## src/rtl/fwd_bypass_unit_pkg.sv

```systemverilog
// Shared constants and helpers for the operand-forwarding unit.
package fwd_bypass_unit_pkg;

    // Architectural zero register: never produced, never forwarded.
    localparam int REG_ZERO = 0;

    // Width of a per-port forwarding select: values 0 (register file) .. DEPTH.
    function automatic int sel_width(input int depth);
        return ($clog2(depth + 1) < 1) ? 1 : $clog2(depth + 1);
    endfunction

endpackage

```

## src/rtl/fwd_port_resolve.sv

```systemverilog
// Priority match of one read port against the forwarding history.
module fwd_port_resolve
    import fwd_bypass_unit_pkg::*;
#(
    parameter int DW    = 32,
    parameter int AW    = 5,
    parameter int DEPTH = 3,
    parameter int SW    = 2
) (
    input  logic [AW-1:0]                rd_addr,
    input  logic [DW-1:0]                rf_data,
    input  logic [DEPTH-1:0]             ent_v,
    input  logic [DEPTH-1:0][AW-1:0]     ent_addr,
    input  logic [DEPTH-1:0]             ent_rdy,
    input  logic [DEPTH-1:0][DW-1:0]     ent_data,
    output logic [DW-1:0]                operand,
    output logic [SW-1:0]                fwd_sel,
    output logic                         pending
);

    // Walk oldest to youngest so the youngest match overwrites older ones.
    always_comb begin
        operand = rf_data;
        fwd_sel = '0;
        pending = 1'b0;
        for (int s = DEPTH - 1; s >= 0; s--) begin
            if (ent_v[s] && ent_addr[s] == rd_addr && rd_addr != AW'(REG_ZERO)) begin
                fwd_sel = SW'(s + 1);
                pending = !ent_rdy[s];
                operand = ent_rdy[s] ? ent_data[s] : rf_data;
            end
        end
    end

endmodule

```

## src/rtl/fwd_bypass_unit.sv

```systemverilog
// Operand-forwarding unit: write history, load fill tracking, per-port resolve.
module fwd_bypass_unit
    import fwd_bypass_unit_pkg::*;
#(
    parameter int DW    = 32,
    parameter int AW    = 5,
    parameter int DEPTH = 3,
    parameter int NRD   = 2,
    localparam int SW   = sel_width(DEPTH)
) (
    input  logic                clk,
    input  logic                rst,
    input  logic                adv,
    input  logic                wr_en,
    input  logic [AW-1:0]       wr_addr,
    input  logic                wr_rdy,
    input  logic [DW-1:0]       wr_data,
    input  logic                ld_fill,
    input  logic [DW-1:0]       ld_data,
    input  logic [NRD*AW-1:0]   rd_addr,
    input  logic [NRD*DW-1:0]   rf_data,
    output logic [NRD*DW-1:0]   operand,
    output logic [NRD*SW-1:0]   fwd_sel,
    output logic                stall,
    output logic                err
);

    typedef struct packed {
        logic          v;
        logic [AW-1:0] addr;
        logic          rdy;
        logic [DW-1:0] data;
    } entry_t;

    entry_t [DEPTH-1:0] hist;
    entry_t [DEPTH-1:0] shifted;
    entry_t [DEPTH-1:0] hist_nxt;
    logic               fill_hit;

    logic [DEPTH-1:0]         ent_v;
    logic [DEPTH-1:0][AW-1:0] ent_addr;
    logic [DEPTH-1:0]         ent_rdy;
    logic [DEPTH-1:0][DW-1:0] ent_data;
    logic [NRD-1:0]           pend;

    // Shift (when advancing) then apply the load fill to the youngest pending
    // entry; the entry entering stage 0 this edge is never a fill target.
    always_comb begin
        shifted = hist;
        if (adv) begin
            for (int s = DEPTH - 1; s > 0; s--) shifted[s] = hist[s-1];
            shifted[0].v    = wr_en && (wr_addr != AW'(REG_ZERO));
            shifted[0].addr = wr_addr;
            shifted[0].rdy  = wr_rdy;
            shifted[0].data = wr_rdy ? wr_data : '0;
        end
        hist_nxt = shifted;
        fill_hit = 1'b0;
        for (int s = 0; s < DEPTH; s++) begin
            if (!fill_hit && !(adv && s == 0) && shifted[s].v && !shifted[s].rdy) begin
                fill_hit = 1'b1;
                if (ld_fill) begin
                    hist_nxt[s].rdy  = 1'b1;
                    hist_nxt[s].data = ld_data;
                end
            end
        end
    end

    // History register; reset clears everything including pending loads.
    always_ff @(posedge clk) begin
        if (rst) hist <= '0;
        else     hist <= hist_nxt;
    end

    // Sticky error: a fill arrived with no load outstanding.
    always_ff @(posedge clk) begin
        if (rst)                     err <= 1'b0;
        else if (ld_fill && !fill_hit) err <= 1'b1;
    end

    // Unpack the history into per-field arrays for the resolvers.
    always_comb begin
        for (int s = 0; s < DEPTH; s++) begin
            ent_v[s]    = hist[s].v;
            ent_addr[s] = hist[s].addr;
            ent_rdy[s]  = hist[s].rdy;
            ent_data[s] = hist[s].data;
        end
    end

    for (genvar k = 0; k < NRD; k++) begin : g_port
        fwd_port_resolve #(.DW(DW), .AW(AW), .DEPTH(DEPTH), .SW(SW)) u_res (
            .rd_addr  (rd_addr[k*AW +: AW]),
            .rf_data  (rf_data[k*DW +: DW]),
            .ent_v    (ent_v),
            .ent_addr (ent_addr),
            .ent_rdy  (ent_rdy),
            .ent_data (ent_data),
            .operand  (operand[k*DW +: DW]),
            .fwd_sel  (fwd_sel[k*SW +: SW]),
            .pending  (pend[k])
        );
    end

    assign stall = |pend;

endmodule
```

## config.mk

```make
export PLATFORM = sky130hd
export DESIGN_NAME = fwd_bypass_unit
export DESIGN_NICKNAME = d
export VERILOG_FILES = /design/src/rtl/fwd_bypass_unit_pkg.sv /design/src/rtl/fwd_port_resolve.sv /design/src/rtl/fwd_bypass_unit.sv
export SDC_FILE = /design/constraint.sdc
export NUM_CORES = 1
export LEC_CHECK = 0
export BUFFER_PORTS_ARGS = -buffer_cell sky130_fd_sc_hd__buf_2
export CAP_MARGIN = 0
export CORE_MARGIN = 2
export CORE_UTILIZATION = 54
export DETAILED_ROUTE_END_ITERATION = 10
export GPL_ROUTABILITY_DRIVEN = 0
export HOLD_SLACK_MARGIN = 0.03
export PLACE_DENSITY = 0.82
export SLEW_MARGIN = 20
export SYNTH_ARGS = -nofsm -noshare
export SYNTH_HDL_FRONTEND = slang
export SYNTH_SLANG_ARGS = --single-unit
```

## constraint.sdc

```tcl
create_clock -name clk -period 3.6 [get_ports clk]
set_input_delay 0.72 -clock clk [delete_from_list [all_inputs] [get_ports clk]]
set_output_delay 0.72 -clock clk [all_outputs]
set_load 0.05 [all_outputs]
```

[Word-level counts from Yosys, hierarchy flattened]
Cells that the tools add are included.
Storage, ports and cells
  flip-flop bits (word level): 118
  latch bits: 0
  ROM bits: 0
  word-level logic and storage cells: 88
  input bits: 149
  RAM bits: 0
  memories: 0
Cells by class
  multiplexer cells: 35
  shift-type cells: 0
  bitwise gates (word level): 0
  equality and inequality tests: 6
  multipliers: 0
  magnitude comparators: 0
  reductions and logical operators: 34
  add/subtract/negate cells: 0
  divide/modulo/power cells: 0
Operator list (count)
  2-to-1 mux 32 bit: 13
  2-to-1 mux 33 bit: 6
  2-to-1 mux 117 bit: 1
  == test 5 bit: 6
  logical AND 1 bit: 20
  nonzero test 5 bit: 3
  2-to-1 mux 2 bit: 6
  logical NOT 1 bit: 10
  2-to-1 mux 1 bit: 9
  OR reduction 2 bit: 1

[Longest topological paths before layout]
Gate-level depths: netlist (run 1).
  depth after elaboration: 16
  depth in mapped cells: 10
  mapped depth without buffers: 6

[By module]
A second synthesis (run 1) with hierarchy kept.
Unflattened totals
  cell total of the unflattened synthesis: 1149
  area, all modules: 10088.4 um^2
By module, submodules not included
  fwd_bypass_unit: area an instance 5456.5 um^2, seq. area each 2362.3 um^2, instances 1, cells each 525
  fwd_port_resolve: area an instance 2316.0 um^2, seq. area each 0.0 um^2, instances 2, cells each 312

[Worst setup path after synthesis (run 1)]
No wires, ideal clock.
  kind: input port to output port
  start point: input rd_addr[0]
  end point: output operand[19]
  stages: 8
  setup slack: -0.612 ns
  data arrival time: 3.492 ns
  data required time: 2.880 ns
  cells stage by stage: buf_6 -> or4_1 -> a21oi_2 -> nor2_1 -> a2111oi_4 -> buf_2 -> a211oi_1 -> a211oi_1
Between the ends
  cells in the longest elaborated chain, start to end: 6
  elaborated cells on any way between the ends: 13
Ends and longest elaborated chain
  from (decl): RTL line fwd_bypass_unit.sv:20  | input logic [NRD*AW-1:0] rd_addr,
  == test 5 bit: RTL line fwd_port_resolve.sv:27  | if (ent_v[s] && ent_addr[s] == rd_addr && rd_addr != AW'(REG_ZERO)) begin
  logical AND 1 bit (2 in series): RTL line fwd_port_resolve.sv:27
  2-to-1 mux 32 bit (2 in series): RTL line fwd_port_resolve.sv:27
  2-to-1 mux 32 bit *: RTL line fwd_port_resolve.sv:27
  to (decl): RTL line fwd_bypass_unit.sv:22  | output logic [NRD*DW-1:0] operand,
Every way passes the cells marked *; elsewhere a longest branch is shown, timed or not.

[Worst setup path after layout (run 1)]
  start point: input rd_addr[3]
  end point: output operand[8]
Same word-level chain as after synthesis.

==> flow_metrics.env, run 1 <==
export IMPL_reg2regPathDepth=7
export IMPL_setup_viol=61
export IMPL_drt_first_pass_iters=6
export IMPL_finalClockSkew_ns=0.00985
export IMPL_top_level_ports=219
export IMPL_die_h_um=129
export IMPL_powerDensity_nw_per_um2=322
export IMPL_grt_max_degree=63
export IMPL_met3_length_um=4740
export IMPL_dpl_hpwl_um=19500
export IMPL_syn2layout_area_growth_pct=55.6
export IMPL_core_um2=15200
export IMPL_fin_crit_ns=3.76
export IMPL_cp_data_arrival_time_ns=3.04
export IMPL_holdWs_ns=0.482
export IMPL_cp_depth=12
export IMPL_leakage_nw=5.12
export IMPL_vias_per_cell=7.17
export IMPL_fmax_mhz=266
export IMPL_synth_ff_type="dfxtp_1"
export IMPL_cts_tree="built"
export IMPL_cts_buffers=17
export IMPL_violations="setup timing"
export IMPL_gr_total_overflow=0
export IMPL_cp_cell_sequence="buf_2 -> xor2_1 -> nor4_2 -> buf_4 -> and3_4 -> o31a_1 -> buf_6 -> clkbuf_16 -> a2111oi_4 -> buf_4 -> a211oi_4 -> buf_6"
export IMPL_max_slew_margin_pct=46.1
export IMPL_cts_root_buffer="clkbuf_16"
export IMPL_crit_required_ns=2.88
export IMPL_drt_met1_wl_um=13400
export IMPL_finalMaxSlewViolations=0
export IMPL_cts_htree_levels=4
export IMPL_synth_edff_count=0
export IMPL_critPathKind="in -> out"
export IMPL_antenna_found_initial=2
export IMPL_worst_slack_ns=-0.162
export IMPL_grt_pass1_vias=9075
export IMPL_power_mw=4.21
export IMPL_rsz0062_at_grt="true"
export IMPL_drc_errors=0
export IMPL_worstHoldPathType="reg -> reg"
export IMPL_wl_met2_um=17900
export IMPL_synthArstFlopShare_pct=0
export IMPL_start_util_pct=55.4
export IMPL_grt_pass1_wl_um=47100
export IMPL_cp_top_family="buffers and inverters"
export IMPL_dpl_worst_slack_ns=-0.230
export IMPL_period_share_pct=105
export IMPL_slowest_delay_ns=0.42
export IMPL_vias=10400
export IMPL_ys_seq_area_share_pct=28.1
export IMPL_port_buffers=218
export IMPL_final_hold_viol_count=0
export IMPL_std_cell_rows=45
export IMPL_tightestPinTransition_ns=0.806
export IMPL_ir_worst_vdd_v=0.000369
export IMPL_synth_area_um2=8420
export IMPL_dieArea_um2=16600
export IMPL_yosysUniqueCellTypes=54
export IMPL_clk_path_buf_depth=2
export IMPL_status="finished with violations"
export IMPL_nets=1402
export IMPL_slowest_stage="a2111oi_4"
export IMPL_synth_seq_cells=118
export IMPL_synthCells=1004
export IMPL_min_delay_path_depth=2
export IMPL_wl_per_cell_um=26.9
export IMPL_path_buf_inv=6
export IMPL_path_clk_slew_ns=0.06
export IMPL_wirelength_um=39200
export IMPL_cp_max_fo=7
export IMPL_utilization_pct=86.2
export IMPL_drt_iter0_markers=1549
export IMPL_die_x_um=129
export IMPL_insertion_delay_ns=0.43
export IMPL_grtUsageTotal_pct=35.7
export IMPL_worst_setup_path_end_kind="primary output"
export IMPL_clock_sinks=118
export IMPL_fillers=680
export IMPL_dr_max_layer_used="met4"
export IMPL_cap_violations=0
export IMPL_ys_warnings_count=0
export IMPL_syn_avg_cell_area_um2=8.39
export IMPL_crit_path_start_kind="input pin"
export IMPL_syn_nets=1153
export IMPL_drive_gt1_share_pct=43.2
export IMPL_drtAntennaViolNets=0
==> path summary, 6_finish.rpt <==
path / startpoint / to / slack, ns
setup / recovery: rd_addr[3] / operand[8] / -0.16
hold / removal: err / err / 0.48
setup reg to reg: ent_rdy[0] / ent_data[42] / 0.65
hold reg to reg: err / err / 0.48
==> layer usage <==
layer	GRT usage, %	vias to the layer above
met5	0	-
met4	17.7	0
met3	6.94	319
met2	59.4	948
met1	44.4	4892
li1	-	4283
==> registers in the layout, indices dropped and copies added (netlist names), named ones only <==
signal and flops:
ent_data 96, err 1, ent_rdy 3, ent_addr 15, ent_v 2
==> worst min-delay path: stages (launching register included) <==
cell	delay, ns
dfxtp_1	0.33
nor2_1	0.05
nor2_1	0.07
==> cells in the mapped netlist (3+ instances only) <==
library cell    n  share of area, %
a211oi_1      154                14
nand2_1        73               3.3
and2_1         34               2.5
nor3_1          5              0.30
a21oi_1        10              0.59
mux2i_1       115                14
or4_1           4              0.36
a221o_1         3              0.36
clkbuf_1       69               3.1
a2111oi_0      19               2.0
dfxtp_1       118                28
a2111oi_1       8              0.95
a22oi_1        33               2.9
and3_1          3              0.22
xnor2_1        17               1.8
o221ai_2       29               5.2
nand4_1         5              0.37
buf_1          15              0.67
buf_6           6              0.80
xor2_1          9              0.94
nand3_1         4              0.24
mux2_2         33               4.4
buf_2           9              0.53
o21ai_0        37               2.2
nor2_1        151               6.7
==> per-stage QoR <==
stage / cells / TNS, ns / instance area, µm²
after detailed placement: 1392 / -9.84 / 10500
final: 1456 / -3.60 / 13100
after CTS: 1430 / -0.882 / 11600
after global routing: 1456 / -6.67 / 13100
after global placement: 1392 / -7.27 / 10500
after floorplan: 1004 / -0.145 / 8810
==> cells in the final DEF, fill, tap and decap left out, types with 3 or more instances in the layout <==
cell type / instances
a211oi_4: 34
xnor2_1: 14
xnor2_2: 3
o221ai_2: 3
nand4_1: 5
nor3_2: 3
a221o_1: 3
nand3_1: 3
a2111oi_4: 17
or4_4: 4
buf_2: 149
nand2_1: 62
a2111oi_2: 12
nor4_2: 3
clkinv_4: 3
o21ai_0: 37
bufinv_16: 5
a22oi_1: 33
clkbuf_16: 27
and2_1: 34
o221ai_4: 28
nand2_2: 4
a211oi_1: 105
nor2_1: 148
a21oi_1: 9
nor2_4: 3
mux2_2: 33
a211oi_2: 15
buf_12: 18
buf_6: 74
buf_4: 76
nand2_4: 7
mux2i_1: 115
xor2_1: 8
dfxtp_1: 117
==> area by class of cell <==
type	count	area (µm²)	share of cell area, %
Sequential cell	118	2360	18.0
Inverter	3	11.3	0.0859
Clock inverter	12	201	1.54
Multi-Input combinational cell	782	7020	53.5
Timing Repair Buffer	331	2830	21.6
Tap cell	188	235	1.79
Antenna cell	2	5.00	0.0382
Clock buffer	20	447	3.41
==> where the power goes <==
part           switching, mW  total (mW)  internal, mW
Sequential            0.0894        1.45          1.36
Clock                  0.661        1.91          1.25
Combinational          0.487       0.854         0.368
Total                   1.24        4.21          2.98
==> cell families after synthesis <==
logic type	Yosys count	share of synthesized area, %
compound gates	314	30.4
simple gates	294	15.4
mux	148	18.1
flops	118	28.1
buf+inv	104	5.39
xor+xnor	26	2.70
==> timing repair <==
action                                  CTS  global route
hold buffers                              0             0
endpoints found under the hold margin     0             0
endpoints found under the setup margin   63            64
resized for setup                       117           183
cloned                                    1            14
pin swaps                                 3            57
setup buffers                             5            11
Note: power is estimated with default switching activity, not from simulation.
==> run 2, diff against run 1 <==
--- a/config.mk
+++ b/config.mk
@@ -7,12 +7,15 @@
 export LEC_CHECK = 0
 export BUFFER_PORTS_ARGS = -buffer_cell sky130_fd_sc_hd__buf_2
 export CAP_MARGIN = 0
+export CELL_PAD_IN_SITES_DETAIL_PLACEMENT = 1
+export CELL_PAD_IN_SITES_GLOBAL_PLACEMENT = 1
 export CORE_MARGIN = 2
-export CORE_UTILIZATION = 54
+export CORE_UTILIZATION = 43
+export CTS_CLUSTER_SIZE = 20
 export DETAILED_ROUTE_END_ITERATION = 10
 export GPL_ROUTABILITY_DRIVEN = 0
 export HOLD_SLACK_MARGIN = 0.03
-export PLACE_DENSITY = 0.82
+export PLACE_DENSITY = 0.88
 export SLEW_MARGIN = 20
 export SYNTH_ARGS = -nofsm -noshare
 export SYNTH_HDL_FRONTEND = slang
==> constraint.sdc (replaced) <==
create_clock -name clk -period 4.7 [get_ports clk]
set_input_delay 0.94 -clock clk [delete_from_list [all_inputs] [get_ports clk]]
set_output_delay 0.94 -clock clk [all_outputs]
set_load 0.05 [all_outputs]
==> flow_metrics.env, run 2 (synthesis gave the netlist of run 1 again) <==
export IMPL_cts_htree_levels=4
export IMPL_drt_iter0_markers=493
export IMPL_status="finished clean"
export IMPL_nets=1320
export IMPL_tightestPinTransition_ns=1.04
export IMPL_drtAntennaViolNets=0
export IMPL_start_util_pct=43.6
export IMPL_cts_tree="built"
export IMPL_worst_slack_ns=0.208
export IMPL_seq_power_share_pct=36.1
export IMPL_grtUsageTotal_pct=31.1
export IMPL_reg2reg_slack_ns=1.67
export IMPL_dpl_hpwl_um=22000
export IMPL_path_clk_slew_ns=0.06
export IMPL_max_slew_margin_pct=30.6
export IMPL_slowest_stage="or4_1"
export IMPL_r2r_start="ent_rdy[0]"
export IMPL_setup_tns_ns=0
export IMPL_dieArea_um2=20700
export IMPL_largest_reg_flops=96
export IMPL_place_inst=1417
export IMPL_die_x_um=144
export IMPL_period_share_pct=95.6
export IMPL_p_sw_share_pct=28.8
export IMPL_final_cell_mix="buf_2 (216), a211oi_1 (154), nor2_1 (150), dfxtp_1 (117), mux2i_1 (115)"
export IMPL_cts_buffers=17
export IMPL_insertion_delay_ns=0.43
export IMPL_grt_pass1_vias=9225
export IMPL_finalClockSkew_ns=0.00845
export IMPL_powerDensity_nw_per_um2=296
export IMPL_clock_sinks=118
export IMPL_cts_setup_buffers=0
export IMPL_pwr_share_comb_pct=16.6
export IMPL_dpl_worst_slack_ns=0.224
export IMPL_grt_pass1_wl_um=50100
export IMPL_setup_viol=0
export IMPL_finalMaxSlewViolations=0
export IMPL_layout_cells_non_filler=1452
export IMPL_gr_total_overflow=0
export IMPL_drt_first_pass_iters=5
export IMPL_drc_errors=0
export IMPL_critPathKind="in -> out"
export IMPL_core_um2=19300
export IMPL_final_hold_viol_count=0
export IMPL_crit_start="rd_addr[6]"
export IMPL_cp_max_fo=19
export IMPL_die_h_um=144
export IMPL_wl_per_cell_um=22.3
export IMPL_vias_per_cell=6.26
export IMPL_drive_gt1_share_pct=30.6
export IMPL_final_common_cell="buf_2"
export IMPL_fmax_mhz=223
export IMPL_ir_worst_vdd_v=0.000252
export IMPL_fin_crit_ns=4.49
export IMPL_port_buffers=218
export IMPL_wirelength_um=32300
export IMPL_slowest_delay_ns=0.59
export IMPL_antenna_found_initial=5
export IMPL_leakage_nw=4.00
export IMPL_cp_top_family="simple AND/OR/NAND/NOR gates"
export IMPL_worst_setup_path_end_kind="primary output"
export IMPL_critPathMostFrequentCell="buf_2"
export IMPL_vias=9086
export IMPL_cts_root_buffer="clkbuf_16"
export IMPL_rsz0062_at_grt="false"
export IMPL_pwr_share_clk_pct=47.3
export IMPL_worstHoldPathType="reg -> reg"
export IMPL_cp_cell_sequence="buf_2 -> or4_1 -> a21oi_1 -> nor3b_1 -> or4_2 -> buf_4 -> o221ai_1 -> buf_2"
export IMPL_grt_max_degree=89
export IMPL_std_cell_rows=51
export IMPL_clk_path_buf_depth=2
export IMPL_crit_path_start_kind="input pin"
export IMPL_cts_hold_buf=0
export IMPL_min_from="err"
export IMPL_cap_violations=0
export IMPL_path_buf_inv=3
export IMPL_p_int_mw=2.19
export IMPL_p_sw_mw=0.884
export IMPL_syn2layout_area_growth_pct=23.3
export IMPL_crit_required_ns=3.76
export IMPL_cp_data_arrival_time_ns=3.55
export IMPL_top_level_ports=219
export IMPL_cts_resized_gates=0
## run 2: cell count changes in the layout (fill, tap and decap cells not counted), sizes merged
cell      change
clkbuf       -13
buf          -71
clkinvlp      +1
diode         +2
## run 2: routing by layer
metal | wire (µm) | vias to the layer above | global-route usage, %
met5 | 12 | - | 0
met4 | 1090 | 2 | 14.6
met3 | 1870 | 89 | 5.90
met2 | 15900 | 362 | 52.6
met1 | 13500 | 4488 | 38.1
li1 | - | 4145 | -
## run 2: power groups by stage
stage	clock network, mW	logic, mW	registers [mW]
after floorplan	0	0.347	1.10
after global placement	0	0.493	1.12
after detailed placement	0	0.505	1.13
after CTS	1.45	0.508	1.11
after global routing	1.51	0.545	1.11
final	1.45	0.510	1.11
## run 2: area by class of cell
cell class / instances / area [µm²]
inverter: 3 / 11.3
clock buffer: 18 / 439
clock inverter: 13 / 205
tap: 265 / 332
timing repair buffer: 249 / 1370
sequential: 118 / 2360
antenna: 4 / 10.0
multi-input combinational: 782 / 5650
fill: 2353 / 8960
## run 2: per-stage QoR
step	util (%)	instance area [µm²]	power (mW)	hold WS, ns
3_3_place_gp	50.3	9720	1.62	0.460
4_1_cts	53.6	10400	3.07	0.490
3_5_place_dp	50.3	9720	1.63	0.475
2_1_floorplan	-	8420	1.45	0.499
5_1_grt	53.7	10400	3.17	0.527
6_report	53.7	10400	3.07	0.483
## run 2: final timing paths
check / endpoint / cells past startpoint
setup / recovery: operand[32] / 8
hold / removal: err / 2
setup reg to reg: ent_data[51] / 7
hold reg to reg: err / 2
## run 2: worst register-to-register path, stage by stage, from the launching register on
cell and delay (ns):
dfxtp_2 0.76, buf_4 0.42, nand2b_1 0.25, o21ai_0 0.13, nand2_2 0.53, buf_4 0.47
nor2_1 0.10, a211oi_1 0.27
==> run 3, diff against run 2 <==
--- a/config.mk
+++ b/config.mk
@@ -10,7 +10,7 @@
 export CELL_PAD_IN_SITES_DETAIL_PLACEMENT = 1
 export CELL_PAD_IN_SITES_GLOBAL_PLACEMENT = 1
 export CORE_MARGIN = 2
-export CORE_UTILIZATION = 43
+export CORE_UTILIZATION = 45
 export CTS_CLUSTER_SIZE = 20
 export DETAILED_ROUTE_END_ITERATION = 10
 export GPL_ROUTABILITY_DRIVEN = 0
@@ -19,4 +19,5 @@
 export SLEW_MARGIN = 20
 export SYNTH_ARGS = -nofsm -noshare
 export SYNTH_HDL_FRONTEND = slang
+export SYNTH_HIERARCHICAL = 1
 export SYNTH_SLANG_ARGS = --single-unit
==> flow_metrics.env, run 3 <==
export IMPL_antenna_found_initial=3
export IMPL_port_buffers=218
export IMPL_drive_gt1_share_pct=33.2
export IMPL_cp_max_fo=23
export IMPL_final_common_cell="buf_2"
export IMPL_synth_top_family_by_area="multiplexers"
export IMPL_drt_iter0_markers=838
export IMPL_worst_slack_ns=0.248
export IMPL_top_level_ports=219
export IMPL_yosys_cell_count_top_type="mux2i_1"
export IMPL_largest_reg_flops=96
export IMPL_core_um2=21900
export IMPL_synth_seq_cells=118
export IMPL_cts_root_buffer="clkbuf_16"
export IMPL_cts_tree="built"
export IMPL_dpl_worst_slack_ns=0.391
export IMPL_synth_top_area_share_pct=23.4
export IMPL_pwr_share_clk_pct=41.3
export IMPL_ys_warnings_count=6
export IMPL_die_x_um=154
export IMPL_path_clk_slew_ns=0.06
export IMPL_cts_htree_levels=4
export IMPL_cts_resized_gates=0
export IMPL_wirelength_um=40100
export IMPL_p_sw_mw=1.04
export IMPL_fin_crit_ns=4.45
export IMPL_reg2reg_to="ent_data[61]"
export IMPL_ir_worst_vdd_v=0.000267
export IMPL_reg2reg_slack_ns=1.83
export IMPL_syn_avg_cell_area_um2=8.78
export IMPL_grt_max_degree=73
export IMPL_pwr_share_comb_pct=22.5
export IMPL_reg2regPathDepth=5
export IMPL_crit_start="rd_addr[0]"
export IMPL_finalClockSkew_ns=0.00880
export IMPL_p_sw_share_pct=33.7
export IMPL_start_util_pct=46.1
export IMPL_cts_hold_buf=0
export IMPL_final_cell_mix="buf_2 (216), mux2i_1 (161), nor2_1 (138), dfxtp_1 (115), mux2_2 (96)"
export IMPL_vias_per_cell=6.78
export IMPL_cp_data_arrival_time_ns=3.51
export IMPL_synth_area_mux_share_pct=26.7
export IMPL_dieArea_um2=23600
export IMPL_rsz0062_at_grt="false"
export IMPL_cp_cell_sequence="buf_2 -> xnor2_1 -> nand4_1 -> nor3_2 -> or2_1 -> buf_4 -> o311a_1 -> buf_2"
export IMPL_fmax_mhz=225
export IMPL_tightestPinTransition_ns=1.15
export IMPL_cts_setup_buffers=0
export IMPL_grtUsageTotal_pct=33.0
export IMPL_critPathMostFrequentCell="buf_2"
export IMPL_synthSimpleGateAreaFrac_pct=17.0
export IMPL_slowest_delay_ns=0.91
export IMPL_synth_fa_ha_area_share_pct=0
export IMPL_synth_edff_count=0
export IMPL_power_mw=3.10
export IMPL_wl_per_cell_um=25.3
export IMPL_setup_viol=0
export IMPL_yosysTopAreaCell="dfxtp_1"
export IMPL_path_buf_inv=3
export IMPL_crit_required_ns=3.76
export IMPL_vias=10700
export IMPL_syn_nets=1298
export IMPL_drc_errors=0
export IMPL_cts_buffers=17
export IMPL_gr_total_overflow=0
export IMPL_synthArstFlopShare_pct=0
export IMPL_synth_compound_area_share_pct=24.1
export IMPL_period_share_pct=94.7
export IMPL_dpl_hpwl_um=26100
export IMPL_p_int_mw=2.06
export IMPL_crit_path_end="operand[2]"
export IMPL_nets=1439
export IMPL_critPathKind="in -> out"
export IMPL_worstHoldPathType="reg -> reg"
export IMPL_setup_tns_ns=0
export IMPL_drt_first_pass_iters=6
export IMPL_ys_seq_area_share_pct=23.4
export IMPL_seq_power_share_pct=36.2
export IMPL_powerDensity_nw_per_um2=262
export IMPL_fillers=2664
export IMPL_clock_sinks=118
export IMPL_drtAntennaViolNets=0
export IMPL_synth_area_um2=10100
export IMPL_cp_top_family="simple AND/OR/NAND/NOR gates"
export IMPL_cap_violations=0
export IMPL_cp_depth=8
export IMPL_yosysUniqueCellTypes=49
export IMPL_synthCells=1149
export IMPL_multi_input_area_um2=7130
export IMPL_syn2layout_area_growth_pct=17.2
export IMPL_max_slew_margin_pct=22.7
export IMPL_slowest_stage="nor3_2"
export IMPL_synth_xor_area_share_pct=2.43
export IMPL_seq_area_um2=2370
export IMPL_min_delay_path_depth=2
export IMPL_yosys_top_cells_count="mux2i_1 (161), nor2_1 (140), dfxtp_1 (118)"
export IMPL_crit_path_start_kind="input pin"
export IMPL_grt_pass1_vias=11200
export IMPL_r2r_start="ent_rdy[0]"
export IMPL_clk_path_buf_depth=2
export IMPL_leakage_nw=4.41
export IMPL_finalMaxSlewViolations=0
export IMPL_grt_pass1_wl_um=62200
export IMPL_insertion_delay_ns=0.43
export IMPL_status="finished clean"
export IMPL_die_h_um=154
export IMPL_synthTopCellsByArea="dfxtp_1 (23%), mux2i_1 (16%), mux2_2 (11%)"
export IMPL_synth_ff_type="dfxtp_1"
export IMPL_std_cell_rows=54
export IMPL_final_hold_viol_count=0
export IMPL_worst_setup_path_end_kind="primary output"
-- run 3: kinds of logic after synthesis --
logic type	Yosys count
AO/OA/AOI/OAI	271
XOR/XNOR	28
buffers and inverters	130
flip-flops	118
multiplexers	257
AND/OR/NAND/NOR	345
-- run 3: tightest hold or removal path, cell delays in order, from the launching register on --
cell,delay [ns]
dfxtp_1,0.33
nor2_1,0.05
nor2_1,0.07
-- run 3: power by group through the flow --
stage	logic (mW)	registers, mW	clock network [mW]
floorplan	0.487	1.10	0
finish	0.697	1.12	1.28
detailed placement	0.682	1.14	0
CTS	0.688	1.12	1.29
global route	0.734	1.13	1.34
global placement	0.652	1.15	0
-- run 3: worst min path at each step --
stage	endpoint	slack (ns)	startpoint
2_1_floorplan	ent_v[2]	0.50	ent_v[2]
3_3_place_gp	err	0.45	err
3_5_place_dp	err	0.47	err
4_1_cts	err	0.49	err
5_1_grt	err	0.53	err
6_report	err	0.49	err
-- run 3: area by class of cell --
| type | instances | area share [%] |
|---|---|---|
| clock buffers | 17 | 3.60 |
| diodes | 1 | 0.0212 |
| flip-flops and latches | 118 | 20.1 |
| well taps | 280 | 2.96 |
| clock inverters | 15 | 1.20 |
| inverters | 1 | 0.0317 |
| repair buffers | 251 | 11.9 |
| multi-input cells | 901 | 60.3 |
-- run 3: metal layers --
metal  global-route usage [%]  vias up  share of wire (%)
li1                         -     4692                  -
met1                     40.8     5283                 40
met2                     54.4      605                 47
met3                     6.40      154                7.7
met4                     17.2        4                4.6
met5                        0        -              0.070
-- run 3: per-stage QoR --
stage / hold slack [ns] / std cells / area, µm² / util [%]
floorplan: 0.497 / 1149 / 10100 / -
global placement: 0.448 / 1550 / 11200 / 51.3
detailed placement: 0.468 / 1551 / 11300 / 51.4
CTS: 0.487 / 1583 / 11800 / 54.0
global route: 0.535 / 1583 / 11800 / 54.0
finish: 0.487 / 1584 / 11800 / 54.0
